[config.mk]
export PLATFORM = sky130hd
export DESIGN_NAME = uart_tx_arb
export DESIGN_NICKNAME = d
export VERILOG_FILES = /design/src/rtl/uart_tx_arb_pkg.sv /design/src/rtl/uart_tx_arb_rr_pick.sv /design/src/rtl/uart_tx_arb.sv
export SDC_FILE = /design/constraint.sdc
export NUM_CORES = 1
export LEC_CHECK = 0
export ABC_AREA = 1
export BUFFER_PORTS_ARGS = -buffer_cell sky130_fd_sc_hd__buf_4
export CAP_MARGIN = 0
export CORE_UTILIZATION = 40
export CTS_BUF_LIST = sky130_fd_sc_hd__clkbuf_4 sky130_fd_sc_hd__clkbuf_8 sky130_fd_sc_hd__clkbuf_16
export DETAILED_ROUTE_END_ITERATION = 6
export HOLD_SLACK_MARGIN = 0.05
export PLACE_DENSITY_LB_ADDON = 0.12
export SETUP_SLACK_MARGIN = 0.05
export SKIP_LAST_GASP = 1
export SYNTH_ARGS = -nofsm -noshare
export SYNTH_HDL_FRONTEND = slang
export SYNTH_SLANG_ARGS = --single-unit
[constraint.sdc]
create_clock -name clk -period 2.7 [get_ports clk]
set_input_delay 0.54 -clock clk [delete_from_list [all_inputs] [get_ports clk]]
set_output_delay 0.54 -clock clk [all_outputs]
set_load 0.005 [all_outputs]
[src/rtl/uart_tx_arb_pkg.sv]
// Shared encodings for the UART transmit arbiter: FSM states, baud select codes
// and the default abort timeout.
package uart_tx_arb_pkg;

  typedef enum logic [2:0] {
    ST_IDLE      = 3'd0,
    ST_LAUNCH    = 3'd1,
    ST_WAIT_BUSY = 3'd2,
    ST_WAIT_DONE = 3'd3,
    ST_GAP       = 3'd4
  } state_e;

  typedef enum logic [2:0] {
    BAUD_9600    = 3'd0,
    BAUD_19200   = 3'd1,
    BAUD_38400   = 3'd2,
    BAUD_57600   = 3'd3,
    BAUD_115200  = 3'd4,
    BAUD_1562500 = 3'd5
  } baud_e;

  localparam int TIMEOUT_DEF = 65535;

endpackage

[src/rtl/uart_tx_arb_rr_pick.sv]
// Combinational round-robin select: scans from last+1 upward with wrap and
// returns the first pending requester.
module uart_tx_arb_rr_pick #(
  parameter int N_REQ = 4
) (
  input  logic [N_REQ-1:0] req,
  input  logic [2:0]       last,
  output logic [2:0]       winner,
  output logic             any_req
);

  logic [7:0] req_ext;
  logic [3:0] idx;

  always_comb begin
    req_ext = 8'(req);
    winner  = '0;
    any_req = 1'b0;
    idx     = '0;
    for (int k = 1; k <= N_REQ; k++) begin
      // last < N_REQ and k <= N_REQ, so one subtraction wraps the sum
      idx = {1'b0, last} + 4'(k);
      if (idx >= 4'(N_REQ)) idx = idx - 4'(N_REQ);
      if (!any_req && req_ext[idx[2:0]]) begin
        any_req = 1'b1;
        winner  = idx[2:0];
      end
    end
  end

endmodule

[src/rtl/uart_tx_arb.sv]
// Round-robin arbiter sequencing N_REQ byte producers onto one UART transmitter:
// launch pulse, busy/done tracking with timeout abort, per-requester ack/done pulses.
module uart_tx_arb
  import uart_tx_arb_pkg::*;
#(
  parameter int          N_REQ    = 4,
  parameter logic [2:0]  BAUD_SEL = 3'(BAUD_115200),
  parameter int          TIMEOUT  = TIMEOUT_DEF
) (
  input  logic                 clk,
  input  logic                 rst_n,
  input  logic [N_REQ-1:0]     req,
  input  logic [8*N_REQ-1:0]   req_data,
  output logic [N_REQ-1:0]     ack,
  output logic [N_REQ-1:0]     done,
  output logic                 err,
  output logic                 busy,
  output logic [2:0]           owner,
  output logic                 tx_send_en,
  output logic [7:0]           tx_data,
  output logic [2:0]           tx_baud_set,
  input  logic                 tx_done,
  input  logic                 tx_busy
);

  localparam logic [15:0] CNT_TERM = 16'(TIMEOUT - 1);

  state_e             state_q, state_d;
  logic [2:0]         owner_q, owner_d;
  logic [7:0]         tx_data_q, tx_data_d;
  logic [15:0]        cnt_q, cnt_d;
  logic [N_REQ-1:0]   ack_q, ack_d;
  logic [N_REQ-1:0]   done_q, done_d;
  logic               err_q, err_d;
  logic               send_q, send_d;

  logic [2:0]         winner;
  logic               any_req;
  logic [N_REQ-1:0]   win_hot;
  logic [N_REQ-1:0]   owner_hot;
  logic [7:0]         win_data;

  uart_tx_arb_rr_pick #(.N_REQ(N_REQ)) u_rr_pick (
    .req     (req),
    .last    (owner_q),
    .winner  (winner),
    .any_req (any_req)
  );

  always_comb begin
    win_hot   = '0;
    owner_hot = '0;
    win_data  = '0;
    for (int i = 0; i < N_REQ; i++) begin
      win_hot[i]   = (winner == 3'(i));
      owner_hot[i] = (owner_q == 3'(i));
      if (winner == 3'(i)) win_data = req_data[8*i +: 8];
    end
  end

  always_comb begin
    state_d   = state_q;
    owner_d   = owner_q;
    tx_data_d = tx_data_q;
    cnt_d     = cnt_q;
    ack_d     = '0;
    done_d    = '0;
    err_d     = 1'b0;
    send_d    = 1'b0;
    case (state_q)
      ST_IDLE: begin
        if (any_req && !tx_busy) begin
          state_d   = ST_LAUNCH;
          owner_d   = winner;
          tx_data_d = win_data;
          ack_d     = win_hot;
          send_d    = 1'b1;
        end
      end
      ST_LAUNCH: begin
        state_d = ST_WAIT_BUSY;
        cnt_d   = '0;
      end
      ST_WAIT_BUSY, ST_WAIT_DONE: begin
        cnt_d = cnt_q + 16'd1;
        // a done pulse on the terminal-count cycle still completes normally
        if (tx_done) begin
          state_d = ST_GAP;
          done_d  = owner_hot;
        end else if (cnt_q == CNT_TERM) begin
          state_d = ST_GAP;
          err_d   = 1'b1;
        end else if (state_q == ST_WAIT_BUSY && tx_busy) begin
          state_d = ST_WAIT_DONE;
        end
      end
      ST_GAP: begin
        if (!tx_busy) state_d = ST_IDLE;
      end
      default: state_d = ST_IDLE;
    endcase
  end

  always_ff @(posedge clk or negedge rst_n) begin
    if (!rst_n) begin
      state_q   <= ST_IDLE;
      owner_q   <= 3'(N_REQ - 1);
      tx_data_q <= 8'h00;
      cnt_q     <= '0;
      ack_q     <= '0;
      done_q    <= '0;
      err_q     <= 1'b0;
      send_q    <= 1'b0;
    end else begin
      state_q   <= state_d;
      owner_q   <= owner_d;
      tx_data_q <= tx_data_d;
      cnt_q     <= cnt_d;
      ack_q     <= ack_d;
      done_q    <= done_d;
      err_q     <= err_d;
      send_q    <= send_d;
    end
  end

  assign ack         = ack_q;
  assign done        = done_q;
  assign err         = err_q;
  assign busy        = (state_q != ST_IDLE);
  assign owner       = owner_q;
  assign tx_send_en  = send_q;
  assign tx_data     = tx_data_q;
  assign tx_baud_set = BAUD_SEL;

endmodule
# After elaboration in Yosys (flattened, before gate mapping)
# Index checks and enable logic that the tools add are counted.
[totals]
register_bits = 40
inputBits = 40
output_inout_bits = 25
wordCells = 96
[classes]
n_addsub = 9
order_cmp = 8
eq_ne = 14
n_mux = 40
reduce_logical = 17
[ops]
columns = ["cell", "count"]
rows = [
  ["$mux 3", 13],
  ["$mux 8", 4],
  ["$pmux 16 s2", 1],
  ["$eq 3x2->1 const B", 6],
  ["$add 16x1->16 const B", 1],
  ["$eq 16x16->1 const B", 1],
  ["$ge 4x3->1 const B", 4],
  ["$lt 3x4->1 const B", 4],
  ["$mux 4", 4],
  ["$mux 1", 13],
  ["$bmux 1 s3", 4],
  ["$pmux 3 s4", 1],
  ["$sub 3x3->3 const B", 4],
  ["$eq 3x1->1 const B", 3],
  ["$logic_not 3->1", 3],
  ["$add 3x2->4 const B", 2],
  ["$logic_and 1x1->1", 5],
  ["$add 3x1->4 const B", 1],
  ["$add 3x3->4 const B", 1],
  ["$logic_not 1->1", 4],
  ["$ne 2x2->1 const B", 2],
  ["$ne 4x4->1 const B", 1],
  ["$eq 3x3->1 const B", 1],
  ["$reduce_and 3->1", 1],
  ["other kinds (4)", 4],
]

# Longest topological paths before layout
# Gate-level depths: netlist of the first run.
[depth]
depth_word = 20
depth_mapped = 19
mapped_depth_nobuf = 18

# By module
# A second synthesis of the first run with hierarchy kept.
[hier_totals]
cells_unflattened = 339
area_unflattened_um2 = 2488.6
[by_module_without_submodules]
columns = ["mod", "instances", "cells_per_inst", "area_each_um2", "seq_area_each_um2"]
rows = [
  ["uart_tx_arb", 1, 282, 2193.4, 1003.5],
  ["uart_tx_arb_rr_pick", 1, 57, 295.3, 0.0],
]

# Least setup slack after synthesis of the first run
# No wires, ideal clock.
[synth_timing]
path_type = "reg2reg"
start = "register owner_q[0] (netlist: owner[0])"
end = "register tx_data_q[2] (netlist: tx_data[2])"
setup_time_ns = 0.124
arrival_time_ns = 2.180
required_time_ns = 2.576
path_slack_ns = 0.396
path_stages_with_launch = 17
n_path_buf = 2
synth_period_minus_slack_ns = 2.304
path_cell_list = "dfstp_2 > buf_6 > inv_6 > ha_1 > inv_1 > nand3_1 > nand3_1 > inv_1 > nor2_2 > nand3_1 > nand2_4 > inv_4 > buf_6 > o21ai_1 > nand2_1 > nand2_1 > nand3_1"
[synth_via]
elab_chain_len = 20
elab_cells_between_ends = 48
classes_between = "add/sub (8); order compare (4); eq/ne (3); mux (24); reduce/logical (9)"
[synth_rtl]
columns = ["element", "line_no", "rtl"]
rows = [
  ["start, declared", "uart_tx_arb.sv:29", "logic [2:0] owner_q, owner_d;"],
  ["start signal, assigned", "uart_tx_arb.sv:107", "owner_q <= 3'(N_REQ - 1);"],
  ["start signal, assigned", "uart_tx_arb.sv:116", "owner_q <= owner_d;"],
  ["$add 3x1->4", "uart_tx_arb_rr_pick.sv:22", "idx = {1'b0, last} + 4'(k);"],
  ["$ge 4x3->1 / $sub 3x3->3 (equally long branches)", "uart_tx_arb_rr_pick.sv:23", "if (idx >= 4'(N_REQ)) idx = idx - 4'(N_REQ);"],
  ["$mux 3", "uart_tx_arb_rr_pick.sv:23", ""],
  ["$bmux 1 s3", "uart_tx_arb_rr_pick.sv:24", "if (!any_req && req_ext[idx[2:0]]) begin"],
  ["$mux 1 (implied by the code)", "uart_tx_arb_rr_pick.sv:24", ""],
  ["$mux 1", "uart_tx_arb_rr_pick.sv:24", ""],
  ["$logic_not 1->1", "uart_tx_arb_rr_pick.sv:24", ""],
  ["$logic_and 1x1->1", "uart_tx_arb_rr_pick.sv:24", ""],
  ["$mux 1", "uart_tx_arb_rr_pick.sv:24", ""],
  ["$logic_not 1->1", "uart_tx_arb_rr_pick.sv:24", ""],
  ["$logic_and 1x1->1", "uart_tx_arb_rr_pick.sv:24", ""],
  ["$mux 1", "uart_tx_arb_rr_pick.sv:24", ""],
  ["$logic_not 1->1", "uart_tx_arb_rr_pick.sv:24", ""],
  ["$logic_and 1x1->1", "uart_tx_arb_rr_pick.sv:24", ""],
  ["$mux 3", "uart_tx_arb_rr_pick.sv:24", ""],
  ["$logic_not 3->1", "uart_tx_arb.sv:57", "if (winner == 3'(i)) win_data = req_data[8*i +: 8];"],
  ["$mux 8 (4 in a row)", "uart_tx_arb.sv:57", ""],
  ["end signal, assigned", "uart_tx_arb.sv:117", "tx_data_q <= tx_data_d;"],
  ["end, declared", "uart_tx_arb.sv:30", "logic [7:0] tx_data_q, tx_data_d;"],
]
# Several ways; a longest one is shown, not always the timed one. The select of a mux whose other input is x is not followed.
# A chain may end at the register's enable or synchronous reset.

# Worst setup path after layout of the first run
[layout_timing]
start = "register owner_q[0] (netlist: owner[0])"
end = "register tx_data_q[3] (netlist: tx_data[3])"
# Same word-level chain as after synthesis.

==> flow_summary.json, run 1 <==
{
  "yosysUniqueCellTypes": 37,
  "hold_class": "input port to asynchronous set/reset pin",
  "clock_sinks": 40,
  "viasPerCell": 4.91,
  "end_kind": "register",
  "clk_path_buf_depth": 2,
  "grt_max_degree": 41,
  "cts_tree": "yes",
  "clk_pin_slew_ns": 0.08,
  "worstSetupPathType": "register to register",
  "finalHoldViolations": 0,
  "grt_pass1_wl_um": 9620,
  "io_pins": 65,
  "setup-tns-final_ns": 0,
  "slew_headroom_pct": 65.7,
  "p_comb_share_pct": 65.2,
  "coreArea_um2": 5640,
  "syn_avg_cell_area_um2": 7.48,
  "fin_ws_ns": 0.288,
  "synthCells": 321,
  "avgRoutedWirePerCell_um": 12.4,
  "p_int_w": 0.00181,
  "status": "finished, final reports clean",
  "peakVddDrop_mv": 0.542,
  "reg2regPathDepth": 13,
  "worstSetupStartpoint": "owner[0]",
  "clock_power_share_pct": 11.3,
  "async_reset_ff_share_pct": 100,
  "drc": 0,
  "r2r-start": "owner[0]",
  "clock_skew_ns": 0.00784,
  "seqPwrFrac_pct": 23.5,
  "period_needed_ns": 2.41,
  "die_height_um": 79.5,
  "nFillCells": 547,
  "sw_frac_of_total_pct": 49.9,
  "htreeDepth": 2,
  "ys_ff_latch": 40,
  "numCtsBuffers": 5,
  "mostFrequentLayoutCells": "nand2_1 (88), buf_4 (69), dfrtp_1 (38)",
  "gr-total-overflow": 0,
  "ys.flop_type": "dfrtp_1",
  "power_density_nw_per_um2": 1180,
  "timing.final.crit_share_pct": 89.3,
  "drt_iter0_markers": 82,
  "antenna_found_initial": 0,
  "dpl.hpwl_um": 4220,
  "yosys_warnings": 0,
  "tightest_slew_ns": 0.514,
  "worstPathArrival_ns": 2.59,
  "diodes": 0,
  "rows": 27,
  "p_switching_w": 0.00180,
  "synthesis.area_um2": 2400,
  "rsz0062_at_grt": "no",
  "max-cap-violations": 0,
  "synth_edf_count": 0,
  "whs_ns": 0.209,
  "slew_violations": 0,
  "grtUsageTotal_pct": 19.7,
  "num_vias": 2276,
  "worstSetupEndpoint": "tx_data[3]",
  "dieArea_um2": 6320,
  "holdBufCountCts": 0,
  "worstPathMaxFanout": 8,
  "regToRegSetupSlack_ns": 0.29,
  "setup_viol": 0,
  "syn_to_final_growth_pct": 27.7,
  "drtPass1Iterations": 4,
  "place_congestion": 0.998,
  "post-place-ws_ns": 0.185,
  "ant_nets": 0,
  "layout.cells.most_common": "nand2_1",
  "grt_pass1_vias": 2134,
  "drive_above_1_share_pct": 26.0,
  "cp-start-kind": "register",
  "drt_wl_total_um": 5740,
  "numPortBuffers": 61,
  "cts-root-buf": "clkbuf_8",
  "power.leakage_nw": 1.60,
  "timing.rr.end": "tx_data[3]",
  "crit_required_ns": 2.88,
  "fin_nets": 439,
  "clock_latency_ns": 0.29,
  "fmax_mhz": 415,
  "die_w_um": 79.5,
  "start_util_pct": 42.6,
  "ys_seq_area_share_pct": 41.8
}
==> worst max-delay path, cell delays in order, from the launching register on <==
cell	delay [ns]
dfstp_2	0.61
inv_6	0.07
ha_1	0.33
inv_1	0.08
nand3_1	0.10
nand3_2	0.13
nand4_1	0.15
inv_1	0.07
nor2_2	0.18
nand2_4	0.14
buf_4	0.18
buf_4	0.13
nand2_1	0.06
nand3_1	0.07
==> repair_timing <==
item / CTS / global route
setup buffers: 0 / 5
hold endpoints to repair: 0 / 0
endpoints found under the setup margin: 0 / 10
gates resized for setup: 0 / 5
==> power groups by stage <==
stage / Combinational [W] / Sequential [W] / Clock (W)
after floorplan: 0.00167 / 0.000852 / 0
after global placement: 0.00220 / 0.000869 / 0
after detailed placement: 0.00220 / 0.000866 / 0
after CTS: 0.00221 / 0.000858 / 0.000426
after global routing: 0.00265 / 0.000867 / 0.000451
final: 0.00235 / 0.000849 / 0.000409
==> worst min-delay path by stage <==
stage                  to  slack [ns]  cells after the start
2_1_floorplan      ack[0]        0.24                      0
3_3_place_gp   tx_data[0]        0.47                      2
3_5_place_dp   tx_data[0]        0.48                      2
4_1_cts          cnt_q[7]        0.23                      1
5_1_grt           done[0]        0.25                      1
6_report          done[0]        0.21                      1
==> area by class of cell <==
| cell class | count | area, um2 | share of cell area [%] |
|---|---|---|---|
| multi-input combinational | 241 | 1230 | 40.1 |
| sequential | 40 | 1000 | 32.7 |
| timing repair buffer | 69 | 518 | 16.9 |
| inverter | 34 | 138 | 4.49 |
| tap | 72 | 90.1 | 2.94 |
| clock buffer | 7 | 83.8 | 2.73 |
| clock inverter | 1 | 5.00 | 0.163 |
==> layer usage <==
metal / vias to the layer above / wire length (um) / track usage, %
li1: 1180 / - / -
met1: 1030 / 2690 / 25.8
met2: 61 / 2740 / 32.2
met3: 5 / 260 / 4.57
met4: 0 / 51 / 5.45
met5: - / 0 / 0
==> cells by family after synthesis <==
logic type | Yosys count | synth area share (%)
simple gates | 182 | 34.3
xor+xnor | 1 | 0.365
other cells | 2 | 0.313
flops | 40 | 41.8
buf+inv | 42 | 8.18
compound gates | 46 | 10.9
fa+ha+maj | 8 | 4.17
==> synth_stat cells, types with 2 or more instances <==
cell type,number,area share [%]
inv_1,28,4.4
nor2_2,2,0.52
buf_6,2,0.94
buf_4,4,1.3
nand2_4,3,1.4
nand4_1,6,1.6
nand3_2,2,0.83
conb_1,2,0.31
nand3_1,28,5.8
dfstp_2,2,2.2
nor3_1,6,1.3
nand2_2,5,1.3
ha_1,8,4.2
nand3b_1,2,0.63
dfrtp_1,38,40
o22ai_1,3,0.78
a21oi_1,12,2.5
nand2_1,88,14
inv_2,4,0.63
o21ai_0,19,4.0
o21ai_1,5,1.0
nor2_1,37,5.8
==> sequential cells by signal, indices dropped and copies added (netlist names) <==
signal,flops
tx_data,8
err,1
tx_send_en,1
cnt_q,16
owner,3
done,4
ack,4
state_q,3
==> metrics by stage <==
step | instance area, um2 | power [W] | utilization, % | cells
detailed placement | 2910 | 0.00307 | 51.7 | 450
finish | 3070 | 0.00361 | 54.4 | 464
CTS | 3000 | 0.00350 | 53.2 | 458
global route | 3070 | 0.00397 | 54.4 | 464
floorplan | 2400 | 0.00252 | - | 322
global placement | 2910 | 0.00307 | 51.7 | 450
Note: power is estimated with default switching activity, not from simulation.
==> inputs of run 2 (changes only) <==
--- a/config.mk
+++ b/config.mk
@@ -9,7 +9,7 @@
 export BUFFER_PORTS_ARGS = -buffer_cell sky130_fd_sc_hd__buf_4
 export CAP_MARGIN = 0
 export CORE_UTILIZATION = 40
-export CTS_BUF_LIST = sky130_fd_sc_hd__clkbuf_4 sky130_fd_sc_hd__clkbuf_8 sky130_fd_sc_hd__clkbuf_16
+export CTS_BUF_LIST = sky130_fd_sc_hd__clkbuf_16
 export DETAILED_ROUTE_END_ITERATION = 6
 export HOLD_SLACK_MARGIN = 0.05
 export PLACE_DENSITY_LB_ADDON = 0.12
==> run 2 against run 1 <==
Combinational power about the same. Non-clock buffer count unchanged. Critical path type unchanged. Highest routed layer unchanged. Design area increased by 1.3%. Flip-flop and latch count unchanged. Utilization increased by 0.71 points.
==> flow_summary.json, run 2 (same netlist as run 1, synthesis figures left out) <==
{
  "status": "finished, final reports clean",
  "drc": 0,
  "cts_tree": "yes",
  "drt_iter0_markers": 91,
  "start_util_pct": 42.6,
  "max-cap-violations": 0,
  "nFillCells": 533,
  "peakVddDrop_mv": 0.594,
  "die_height_um": 79.5,
  "antenna_found_initial": 0,
  "multiInputGateArea_um2": 1220,
  "drtPass1Iterations": 4,
  "clk_pin_slew_ns": 0.06,
  "reg2regPathDepth": 17,
  "viasPerCell": 4.92,
  "regToRegSetupSlack_ns": 0.33,
  "power.leakage_nw": 1.62,
  "total_power_w": 0.00376,
  "io_pins": 65,
  "coreArea_um2": 5640,
  "die_w_um": 79.5,
  "clock_latency_ns": 0.27,
  "final_core_util_pct": 55.1,
  "worstPathArrival_ns": 2.58,
  "grt_pass1_vias": 2162,
  "diodes": 0,
  "cp-start-kind": "register",
  "worstPathMaxFanout": 13,
  "htreeDepth": 2,
  "timing.rr.end": "tx_data[7]",
  "regMostFlops": "cnt_q",
  "worstSetupPathType": "register to register",
  "dpl.hpwl_um": 4220,
  "seq_area_um2": 1000,
  "drt-met1-wl_um": 2660,
  "grt_max_degree": 41,
  "wl_met2_um": 2770,
  "met3_length_um": 292,
  "end_kind": "register",
  "setup_viol": 0,
  "grtUsageTotal_pct": 19.7,
  "syn_to_final_growth_pct": 29.4,
  "hold_class": "input port to asynchronous set/reset pin",
  "period_needed_ns": 2.37,
  "finalHoldViolations": 0,
  "crit_required_ns": 2.91,
  "slew_headroom_pct": 65.7,
  "num_vias": 2278,
  "avgRoutedWirePerCell_um": 12.4,
  "dieArea_um2": 6320,
  "slew_violations": 0,
  "tightest_slew_ns": 0.515,
  "layout.cells.most_common": "nand2_1",
  "rsz0062_at_grt": "no",
  "setup-tns-final_ns": 0,
  "drive_above_1_share_pct": 25.1,
  "drt_wl_total_um": 5750,
  "fin_nets": 438,
  "dr.max_layer_used": "met4",
  "cts-root-buf": "clkbuf_16",
  "numPortBuffers": 61,
  "gr-total-overflow": 0,
  "largest_reg_flops": 16,
  "power_density_nw_per_um2": 1210,
  "fmax_mhz": 422,
  "ant_nets": 0,
  "grt_pass1_wl_um": 9740,
  "clock_skew_ns": 0.00360,
  "numCtsBuffers": 5,
  "r2r-start": "owner[0]",
  "rows": 27,
  "place_congestion": 0.998,
  "clk_path_buf_depth": 2,
  "mostFrequentLayoutCells": "nand2_1 (88), buf_4 (69), dfrtp_1 (38)",
  "clock_sinks": 40,
  "timing.final.crit_share_pct": 87.8
}
-- run 2: worst max-delay path by stage --
stage | from | endpoint | slack, ns | depth (start not counted)
4_1_cts | owner[1] | tx_data[4] | 0.18 | 14
2_1_floorplan | owner[0] | tx_data[2] | 0.40 | 16
5_1_grt | owner[0] | tx_data[7] | 0.07 | 17
3_3_place_gp | owner[1] | tx_data[7] | 0.29 | 14
6_report | owner[0] | tx_data[7] | 0.33 | 17
3_5_place_dp | owner[1] | tx_data[4] | 0.18 | 14
-- run 2: repair_timing --
item / in CTS / in global routing
gates resized for setup: 0 / 4
hold buffers: 0 / 0
buffers inserted: 0 / 5
endpoints found under the setup margin: 0 / 10
hold endpoints to repair: 0 / 0
-- run 2: where the power goes --
part           leakage [nW]  internal (W)  total [W]  switching [W]
clock network        0.0762      0.000334   0.000557       0.000224
logic                  1.01      0.000854    0.00235        0.00150
registers             0.534      0.000753   0.000852      0.0000987
-- run 2: per-stage QoR --
stage	instances	worst slack [ns]	hold slack [ns]	area (um2)
after CTS	458	0.178	0.259	3050
final	463	0.329	0.239	3110
after detailed placement	450	0.185	0.478	2910
after floorplan	322	0.396	0.244	2400
after global placement	450	0.294	0.470	2910
after global routing	463	0.0747	0.281	3110
-- run 2: cell type report --
type | instances | area share, %
inverter | 34 | 4.43
clock inverter | 3 | 0.403
tap | 72 | 2.90
clock buffer | 5 | 4.03
timing repair buffer | 69 | 16.7
sequential | 40 | 32.3
multi-input combinational | 240 | 39.3
-- run 2: per-layer routing --
metal  global-route usage [%]  up-vias
li1                         -     1178
met1                     25.6     1033
met2                     33.4       65
met3                     3.89        2
met4                     4.91        0
met5                        0        -
-- run 2: critical path, cell delays in order (launching register included) --
cell	delay, ns
dfstp_2	0.60
inv_6	0.07
ha_1	0.34
inv_1	0.11
nand3_1	0.10
nand3_2	0.13
nand2_1	0.08
nor2_2	0.10
nand2_1	0.07
nand3_2	0.07
nand2_4	0.06
inv_6	0.12
nand2_4	0.11
nor2_8	0.14
nand2_1	0.07
nand2_1	0.06
inv_1	0.03
nand2_1	0.05
==> inputs of run 3 (changes only) <==
--- a/config.mk
+++ b/config.mk
@@ -13,6 +13,7 @@
 export DETAILED_ROUTE_END_ITERATION = 6
 export HOLD_SLACK_MARGIN = 0.05
 export PLACE_DENSITY_LB_ADDON = 0.12
+export REMOVE_ABC_BUFFERS = 1
 export SETUP_SLACK_MARGIN = 0.05
 export SKIP_LAST_GASP = 1
 export SYNTH_ARGS = -nofsm -noshare
==> run 3 against run 2 <==
Sequential share of layout area about the same. Critical endpoint unchanged. Largest cell class unchanged. Via count is 3.6% lower. Flip-flop and latch count stayed put. Critical path type unchanged. Non-clock buffer count decreased by 1. Design area up 0.12%. Critical path depth is 2 lower. Cell count down 0.22%.
==> flow_summary.json, run 3 (same netlist as run 1, synthesis figures left out) <==
{
  "finalHoldViolations": 0,
  "drtPass1Iterations": 4,
  "grt_pass1_wl_um": 9370,
  "fin_nets": 437,
  "grtUsageTotal_pct": 19.1,
  "grt_pass1_vias": 2144,
  "numPortBuffers": 61,
  "coreArea_um2": 5640,
  "dr.max_layer_used": "met4",
  "r2r-start": "owner[1]",
  "die_height_um": 79.5,
  "dieArea_um2": 6320,
  "wl_met2_um": 2490,
  "worstPathArrival_ns": 2.68,
  "dpl.hpwl_um": 4090,
  "cts_tree": "yes",
  "regMostFlops": "cnt_q",
  "clock_latency_ns": 0.27,
  "worstPathMaxFanout": 9,
  "avgRoutedWirePerCell_um": 11.8,
  "drt_iter0_markers": 148,
  "setup_viol": 0,
  "viasPerCell": 4.76,
  "place_congestion": 0.794,
  "slew_violations": 0,
  "rsz0062_at_grt": "no",
  "status": "finished, final reports clean",
  "crit_required_ns": 2.92,
  "period_needed_ns": 2.47,
  "fmax_mhz": 405,
  "clk_pin_slew_ns": 0.06,
  "rows": 27,
  "clock_sinks": 40,
  "timing.rr.end": "tx_data[7]",
  "mostFrequentLayoutCells": "nand2_1 (88), buf_4 (67), dfrtp_1 (38)",
  "drt-met1-wl_um": 2600,
  "peakVddDrop_mv": 1.01,
  "slew_headroom_pct": 66.5,
  "layout.cells.most_common": "nand2_1",
  "drc": 0,
  "syn_to_final_growth_pct": 29.5,
  "gr-total-overflow": 0,
  "holdBufCountCts": 0,
  "worstSetupStartpoint": "owner[1]",
  "numCtsBuffers": 5,
  "drt_wl_total_um": 5430,
  "drive_above_1_share_pct": 24.6,
  "nFillCells": 541,
  "io_pins": 65,
  "regToRegSetupSlack_ns": 0.23,
  "tightest_slew_ns": 0.502,
  "setup-tns-final_ns": 0,
  "met3_length_um": 298,
  "diodes": 0,
  "max-cap-violations": 0,
  "largest_reg_flops": 16,
  "reg2regPathDepth": 15,
  "clock_skew_ns": 0.00642,
  "timing.final.crit_share_pct": 91.4,
  "hold_class": "input port to asynchronous set/reset pin",
  "worstSetupEndpoint": "tx_data[7]",
  "ant_nets": 0,
  "cp-start-kind": "register",
  "die_w_um": 79.5,
  "antenna_found_initial": 0,
  "grt_max_degree": 41,
  "worstSetupPathType": "register to register",
  "power.leakage_nw": 1.62,
  "num_vias": 2197,
  "htreeDepth": 2,
  "design_area_um2": 3110,
  "cts-root-buf": "clkbuf_16",
  "power_density_nw_per_um2": 1190,
  "whs_ns": 0.242,
  "clk_path_buf_depth": 2,
  "placed_area_um2": 2910,
  "end_kind": "register",
  "start_util_pct": 42.6
}
[run 3: per-layer routing]
| metal | GRT usage, % | vias up |
|---|---|---|
| met5 | 0 | - |
| met4 | 5.82 | 0 |
| met3 | 4.91 | 2 |
| met2 | 31.8 | 59 |
| met1 | 24.0 | 966 |
| li1 | - | 1170 |
[run 3: per-stage QoR]
step           total power (W)  worst slack [ns]  utilization [%]  cells
2_1_floorplan          0.00240             0.419                -    314
3_3_place_gp           0.00301             0.270             51.5    449
3_5_place_dp           0.00302             0.224             51.5    449
4_1_cts                0.00358             0.210             53.9    457
5_1_grt                0.00404            0.0477             55.1    462
6_report               0.00369             0.232             55.1    462
[run 3: critical path, cell delays in order, from the launching register on]
cell	delay (ns)
dfstp_2	0.59
inv_2	0.10
ha_1	0.33
inv_1	0.11
nand3_1	0.09
nand3_2	0.12
o21ai_1	0.11
nand2_1	0.16
inv_2	0.07
a21oi_4	0.24
nand2_4	0.14
nor2_8	0.14
nand2_1	0.06
nand2_1	0.05
inv_1	0.04
nand2_1	0.05
[run 3: final cells by class]
cell class | count | area, um2 | share of cell area, %
multi-input combinational | 240 | 1220 | 39.2
sequential | 40 | 1000 | 32.3
timing repair buffer | 68 | 523 | 16.8
inverter | 34 | 138 | 4.42
clock buffer | 5 | 125 | 4.02
tap | 72 | 90.1 | 2.90
clock inverter | 3 | 11.3 | 0.362
[run 3: how the worst min path moves through the flow]
stage / endpoint / depth (start not counted) / slack [ns]
final: cnt_q[7] / 1 / 0.24
after global routing: ack[0] / 1 / 0.28
after CTS: owner[2] / 1 / 0.25
after detailed placement: tx_data[0] / 2 / 0.47
after global placement: tx_data[0] / 2 / 0.48
after floorplan: ack[0] / 0 / 0.24
[run 3: repair_timing]
item                       in CTS  in global routing
gates resized for setup         0                  4
setup endpoints to repair       0                  6
buffers inserted                0                  5
[run 3: report_power, final]
part	switching (W)	internal [W]
Clock	0.000208	0.000332
Sequential	0.000104	0.000754
Combinational	0.00147	0.000820
Total	0.00178	0.00191
